<file path="config.mk">
export PLATFORM = sky130hd
export DESIGN_NAME = mips_cpu_lsu
export DESIGN_NICKNAME = d
export VERILOG_FILES = /design/src/rtl/mips_cpu_lsu.sv
export SDC_FILE = /design/constraint.sdc
export NUM_CORES = 1
export LEC_CHECK = 0
export BUFFER_PORTS_ARGS = -buffer_cell sky130_fd_sc_hd__buf_2
export CORE_ASPECT_RATIO = 0.6
export CORE_MARGIN = 1.5
export CORE_UTILIZATION = 52
export DETAILED_ROUTE_END_ITERATION = 7
export GPL_ROUTABILITY_DRIVEN = 0
export MAX_ROUTING_LAYER = met4
export PLACE_DENSITY = 0.83
export SYNTH_ARGS = -nofsm -noshare
export SYNTH_HDL_FRONTEND = slang
export SYNTH_SLANG_ARGS = --single-unit
</file>
<file path="constraint.sdc">
create_clock -name clk -period 2.7 [get_ports clk]
set_input_delay 0.135 -clock clk [delete_from_list [all_inputs] [get_ports clk]]
set_output_delay 0.135 -clock clk [all_outputs]
set_load 0.05 [all_outputs]
</file>
<file path="src/rtl/mips_cpu_lsu.sv">
// rtl/mips_cpu_lsu.sv - MIPS load/store unit driving an Avalon-style data RAM
module mips_cpu_lsu #(
  parameter int ADDR_W = 32
) (
  input  logic              clk,
  input  logic              reset_n,
  // core request/response
  input  logic              req_valid,
  output logic              req_ready,
  input  logic [3:0]        req_op,
  input  logic [ADDR_W-1:0] req_addr,
  input  logic [ADDR_W-1:0] req_wdata,
  input  logic [ADDR_W-1:0] req_rt,
  output logic              resp_valid,
  output logic [ADDR_W-1:0] resp_data,
  output logic              resp_err,
  // memory bus
  output logic [ADDR_W-1:0] address,
  output logic              read,
  output logic              write,
  input  logic              waitrequest,
  output logic [ADDR_W-1:0] writedata,
  output logic [3:0]        byteenable,
  input  logic [ADDR_W-1:0] readdata
);

  localparam logic [1:0] S_IDLE  = 2'd0;
  localparam logic [1:0] S_READ  = 2'd1;
  localparam logic [1:0] S_WRITE = 2'd2;
  localparam logic [1:0] S_RDATA = 2'd3;

  localparam logic [3:0] OP_LB  = 4'd0;
  localparam logic [3:0] OP_LBU = 4'd1;
  localparam logic [3:0] OP_LH  = 4'd2;
  localparam logic [3:0] OP_LHU = 4'd3;
  localparam logic [3:0] OP_LW  = 4'd4;
  localparam logic [3:0] OP_LWL = 4'd5;
  localparam logic [3:0] OP_LWR = 4'd6;
  localparam logic [3:0] OP_SB  = 4'd8;
  localparam logic [3:0] OP_SH  = 4'd9;
  localparam logic [3:0] OP_SW  = 4'd10;

  logic [1:0]        state;
  logic [3:0]        op_q;
  logic [ADDR_W-1:0] addr_q;
  logic [ADDR_W-1:0] wdata_q;
  logic [ADDR_W-1:0] rt_q;

  logic              in_load;
  logic              in_store;
  logic              in_bad;

  logic [1:0]        k;
  logic [4:0]        sh_left;
  logic [4:0]        sh_right;
  logic [7:0]        sel_byte;
  logic [15:0]       sel_half;
  logic [ADDR_W-1:0] load_result;
  logic [3:0]        lane_en;
  logic [ADDR_W-1:0] lane_data;

  assign req_ready = (state == S_IDLE);

  // Classify the incoming request: load, store, or rejected (illegal/misaligned)
  always_comb begin
    in_load  = 1'b0;
    in_store = 1'b0;
    in_bad   = 1'b0;
    case (req_op)
      OP_LB, OP_LBU, OP_LWL, OP_LWR: in_load = 1'b1;
      OP_LH, OP_LHU: begin
        in_load = 1'b1;
        in_bad  = req_addr[0];
      end
      OP_LW: begin
        in_load = 1'b1;
        in_bad  = (req_addr[1:0] != 2'b00);
      end
      OP_SB: in_store = 1'b1;
      OP_SH: begin
        in_store = 1'b1;
        in_bad   = req_addr[0];
      end
      OP_SW: begin
        in_store = 1'b1;
        in_bad   = (req_addr[1:0] != 2'b00);
      end
      default: in_bad = 1'b1;
    endcase
  end

  assign k        = addr_q[1:0];
  // 8*(3-k) for LWL and 8*k for LWR; 3-k equals ~k on two bits
  assign sh_left  = {~k, 3'b000};
  assign sh_right = {k, 3'b000};

  // Lane enables and replicated store data for the latched request
  always_comb begin
    lane_en   = 4'b1111;
    lane_data = wdata_q;
    case (op_q)
      OP_LB, OP_LBU, OP_SB: begin
        lane_en   = 4'b0001 << k;
        lane_data = {4{wdata_q[7:0]}};
      end
      OP_LH, OP_LHU, OP_SH: begin
        lane_en   = k[1] ? 4'b1100 : 4'b0011;
        lane_data = {2{wdata_q[15:0]}};
      end
      default: begin
        lane_en   = 4'b1111;
        lane_data = wdata_q;
      end
    endcase
  end

  // Bus outputs are only non-zero while a bus phase is active, so they
  // fall with state when reset is asserted mid-transaction
  always_comb begin
    read       = (state == S_READ);
    write      = (state == S_WRITE);
    address    = '0;
    byteenable = 4'b0000;
    writedata  = '0;
    if (state == S_READ || state == S_WRITE) begin
      address    = {addr_q[ADDR_W-1:2], 2'b00};
      byteenable = lane_en;
    end
    if (state == S_WRITE) begin
      writedata = lane_data;
    end
  end

  // Extract and extend/merge the returned word according to the load type
  always_comb begin
    sel_byte    = readdata[8*k +: 8];
    sel_half    = k[1] ? readdata[31:16] : readdata[15:0];
    load_result = '0;
    case (op_q)
      OP_LB:   load_result = {{24{sel_byte[7]}}, sel_byte};
      OP_LBU:  load_result = {24'd0, sel_byte};
      OP_LH:   load_result = {{16{sel_half[15]}}, sel_half};
      OP_LHU:  load_result = {16'd0, sel_half};
      OP_LW:   load_result = readdata;
      OP_LWL:  load_result = (readdata << sh_left) |
                             (rt_q & ~(32'hFFFF_FFFF << sh_left));
      OP_LWR:  load_result = (readdata >> sh_right) |
                             (rt_q & ~(32'hFFFF_FFFF >> sh_right));
      default: load_result = '0;
    endcase
  end

  // Request FSM: accept, run one bus phase, then pulse a response
  always_ff @(posedge clk or negedge reset_n) begin
    if (!reset_n) begin
      state      <= S_IDLE;
      op_q       <= 4'd0;
      addr_q     <= '0;
      wdata_q    <= '0;
      rt_q       <= '0;
      resp_valid <= 1'b0;
      resp_data  <= '0;
      resp_err   <= 1'b0;
    end else begin
      resp_valid <= 1'b0;
      case (state)
        S_IDLE: begin
          if (req_valid) begin
            op_q    <= req_op;
            addr_q  <= req_addr;
            wdata_q <= req_wdata;
            rt_q    <= req_rt;
            if (in_bad) begin
              resp_valid <= 1'b1;
              resp_err   <= 1'b1;
              resp_data  <= '0;
            end else if (in_load) begin
              state <= S_READ;
            end else if (in_store) begin
              state <= S_WRITE;
            end
          end
        end
        S_READ: begin
          if (!waitrequest) begin
            state <= S_RDATA;
          end
        end
        S_RDATA: begin
          resp_valid <= 1'b1;
          resp_err   <= 1'b0;
          resp_data  <= load_result;
          state      <= S_IDLE;
        end
        S_WRITE: begin
          if (!waitrequest) begin
            resp_valid <= 1'b1;
            resp_err   <= 1'b0;
            resp_data  <= '0;
            state      <= S_IDLE;
          end
        end
        default: state <= S_IDLE;
      endcase
    end
  end

endmodule

</file>
-- Yosys cells after proc, flatten, opt, wreduce, memory -nomap -nowiden
Cells that the tools add are included.
- shift operators: 6
- equality and inequality tests: 26
- reductions and logical operators: 16
- multiplexer cells: 30
- bitwise logic cells: 7
- operator list (cell ; count):
    32-bit case mux with 7 select lines ; 1
    32-bit two-way mux ; 5
    32-bit case mux with 3 select lines ; 1
    32-bit AND ; 2
    32-bit inverter ; 2
    32-bit bitwise OR ; 2
    32-bit case mux with 2 select lines ; 1
    32-bit by 6-bit indexed part select with 8-bit output ; 1
    32-bit by 5-bit left shift with 32-bit output ; 1
    32-bit by 5-bit left shift with 32-bit output (first input constant) ; 1
    32-bit by 5-bit right shift with 32-bit output ; 1
    32-bit by 5-bit right shift with 32-bit output (first input constant) ; 1
    4-bit by 3-bit == test with 1-bit output (second input constant) ; 6
    4-bit == test (second input constant) ; 5
    4-bit by 2-bit == test with 1-bit output (second input constant) ; 4
    16-bit two-way mux ; 1
    2-bit two-way mux ; 6
    3-bit OR reduction ; 4
    1-bit case mux with 3 select lines ; 3
    4-bit by 1-bit == test with 1-bit output (second input constant) ; 2
    4-bit logical NOT ; 2
    1-bit two-way mux ; 8
    4-bit two-way mux ; 2
    2-bit inequality test (second input constant) ; 4
    18 further kinds ; 19
- input port bits: 136
- output and inout bits: 105
- logic and storage cells: 93
- register bits: 136

-- Logic depth before layout (Yosys ltp)
- depth after elaboration: 8
- gate-level depth with buffers: 8
- mapped depth without buffers: 6

-- Worst setup path before layout
No wires, ideal clock.
- path type: register -> output
- from: reg state[0]
- to: out writedata[10]
- cell stages (with the launch flop): 6
- path buffers: 2
- setup slack: -0.085 ns
- data required time: 2.565 ns
- data arrival time: 2.650 ns
- path through: dfrtp_1 > inv_1 > ha_1 > clkbuf_1 > clkbuf_1 > a21boi_0
- longest elaborated chain between the ends: 2
- ends and longest elaborated chain (item ; line ; RTL):
    start, declared ; 43 ; logic [1:0] state;
    start signal, assigned ; 156 ; state <= S_IDLE;
    start signal, assigned ; 178 ; state <= S_READ;
    start signal, assigned ; 180 ; state <= S_WRITE;
    2-bit == test ; - ;
    via write ; 20 ; output logic write,
    32-bit two-way mux ; 129 ; if (state == S_WRITE) begin
    end, declared ; 22 ; output logic [ADDR_W-1:0] writedata,
The timed path passes the listed nets, and every way through them passes these cells.

-- Worst setup path in the final report
- from: reg op_q[3]
- to: out byteenable[3]
- longest elaborated chain between the ends: 4
- elaborated cells between the ends (all ways): 10
- those cells by class: 5 x eq/ne; 2 x mux; 3 x reduce/logical
- ends and longest elaborated chain (item ; line ; RTL):
    start, declared ; 44 ; logic [3:0] op_q;
    start signal, assigned ; 169 ; op_q <= req_op;
    4-bit by 2-bit == test with 1-bit output, or another cell as far along ; 101 ; case (op_q)
    3-bit OR reduction ; 101 ;
    4-bit case mux with 2 select lines * ; 101 ;
    4-bit two-way mux * ; 125 ; if (state == S_READ || state == S_WRITE) begin
    end, declared ; 23 ; output logic [3:0] byteenable,
Every way passes the cells marked *; elsewhere a longest branch is shown, timed or not.

==> flow_summary.toml <==
[outcome]
status = "completed"

[global_route]
grt_max_degree = 64
grt_pass1_wl_um = 39300
grt_pass1_vias = 7014
antenna_found_initial = 1
track_usage = 0.340
globalRouteOverflowTotal = 0

[drt]
ant_nets = 0
remaining_drc_errors = 0
vias = 7241
routed_via_density = 5.84
drt_iter0_drc = 1113
first_pass_iters = 7
wire_per_inst_um = 20.2
routed_wirelength_um = 25100

[yosys]
synth.avg_cell_area_um2 = 11.0
syn_area_mm2 = 0.00766
synth_edf_count = 0
ys.flop_type = "dfrtp_1"
ys_top_cells_by_area = "dfrtp_1 44%, mux2_2 16%, mux2i_1 5.2%, nand2_1 3.6%, and2_1 3.2%"
synth_cell_types = 51
synth_top_cell_area_share = 0.445
ys_warn_count = 0
yosysTopAreaCell = "dfrtp_1"
synth-seq-cells = 136
syn_inst = 697
ys_seq_area_frac = 0.445
synth_async_sr_flop_share = 1.00

[pwr]
power.leakage_nw = 5.16
max-vdd-ir-drop_mv = 1.19
power-per-cell-area_mw_per_mm2 = 1350

[cells_and_area]
syn_to_final_growth_pct = 39.9
fin_nets = 1169
drive_above_1_share = 0.412
final_cells = 1240

[worst_setup_path]
cp-endpoint = "byteenable[3]"
rr_endpoint = "resp_data[8]"
r2r_slack_ps = 450
rr_worst_depth = 6
path_class = "reg -> out"
r2r-start = "op_q[0]"
critPathMaxFanout = 16
cp-start-kind = "flop"
required_ps = 2570
cp_data_arrival_time_ps = 2380
crit_path_end_kind = "output pin"
startpoint = "op_q[3]"

[floorplan]
core_mm2 = 0.0144
rows = 34
pin_count = 241
die_area_mm2 = 0.0155
start_util = 0.531
die_h_um = 97.0
fp.dieW_um = 160

[sta]
holdWs_ps = 17.0
period_needed_ps = 2520
finalHoldViolCount = 0
finalSetupViolCount = 0
worst_pin_slew_ps = 1220
report.final.slew_viol_count = 0
rsz0062_at_grt = "false"
fin_worst_skew_ps = 13.1
final.setup.tns_ps = 0
fmax_mhz = 397
timing.slew.headroom = 0.184
timing.final.crit_share = 0.933

[clock_network]
post_cts_buffers = 0
clkTransAtPathRegs_ps = 60
ctsRootBufferMaster = "clkbuf_16"
cts_buffer_depth = 2
hold_buffers = 96
h-tree-depth = 4
cts_buffers = 17
clk-insertion-delay-late_ps = 420
cts_tree = "built"
cts_resized = 0
clock-sinks = 136

[placed_design]
dpl.hpwl_um = 17000
portBuffers = 238
dp_cells = 1111

[run]
maxCapViolations = 0

[min_path]
min_path_type = "in -> reg"
-- through the flow --
step | area [um2] | worst slack [ps] | total power [W] | util
after floorplan | 7660 | -84.7 | 0.00973 | -
after global placement | 9170 | 617 | 0.0117 | 0.636
after detailed placement | 9170 | 585 | 0.0119 | 0.636
after CTS | 10700 | 208 | 0.0143 | 0.742
after global routing | 10700 | 26.1 | 0.0152 | 0.743
final | 10700 | 181 | 0.0145 | 0.743
-- area by class of cell --
cell class                 instances  area, um2
antenna                            1       2.50
fill                            1010       3710
inverter                          14       52.6
sequential                       136       3410
tap                              198        248
clock inverter                    12        118
multi-input combinational        492       3970
clock buffer                      20        457
timing repair buffer             367       2460
-- synthesized netlist by cell type (all sizes together) (4+ instances only) --
library cell,n
a211oi,6
a21boi,22
a21oi,13
a221oi,6
a222oi,22
a22o,25
a22oi,14
and2,39
buf,26
clkbuf,30
dfrtp,136
ha,5
inv,14
mux2,106
mux2i,40
mux4,9
nand2,74
nand2b,6
nand3,13
nor2,14
nor2b,10
o211ai,4
o21ai,25
-- logic make-up after synthesis --
kind of cell,count (synthesis),share of synthesized area
muxes,155,0.235
and+or+nand+nor,174,0.116
DFF,136,0.445
other,1,0.000490
buffers and inverters,70,0.0400
AOI/OAI and AO/OA,156,0.156
adders and majority gates,5,0.00817
-- report_power, final --
part	total [W]	switching [W]	internal, W
combinational	0.00852	0.00552	0.00300
sequential	0.00368	0.000765	0.00291
clock	0.00228	0.000949	0.00133
-- placed cells by master (no fill, tap or decap), drive strengths merged, types with 22 or more instances in the layout --
master | synthesis | routed
dfrtp | 136 | 136
buf | 26 | 271
dlygate4sd3 | 0 | 96
mux2 | 106 | 106
a21boi | 22 | 22
and2 | 39 | 39
mux2i | 40 | 40
o21ai | 25 | 25
a22o | 25 | 25
a222oi | 22 | 22
nand2 | 74 | 74
-- worst max-delay path: stages (launching register included) --
cell and delay, ps:
dfrtp_1 380, buf_4 200, nand2b_1 260, a21oi_1 170, buf_4 210, o21ai_0 120
a21boi_0 310, buf_2 330
-- state kept, by name, summed over array words and instances, names as in the netlist --
| register | count |
|---|---|
| resp_err | 1 |
| addr_q | 32 |
| rt_q | 32 |
| resp_valid | 1 |
| state | 2 |
| resp_data | 32 |
| wdata_q | 32 |
| op_q | 4 |
-- metal layers --
layer	vias to the layer above	global-route usage	wire length (um)
met3	40	0.137	3540
met5	-	-	0
met2	495	0.464	10400
met4	0	0.0631	378
li1	3246	-	-
met1	3460	0.476	10800
-- how the worst min path moves through the flow --
stage / start / to / slack (ps) / depth (start not counted)
after global placement: reset_n / rt_q[14] / 150 / 1
after CTS: req_addr[0] / addr_q[0] / 10 / 2
after floorplan: reset_n / addr_q[0] / -160 / 0
after detailed placement: reset_n / rt_q[12] / 150 / 1
after global routing: req_addr[0] / addr_q[0] / 20 / 2
final: req_addr[0] / addr_q[0] / 20 / 2
Note: power is estimated with default switching activity, not from simulation.
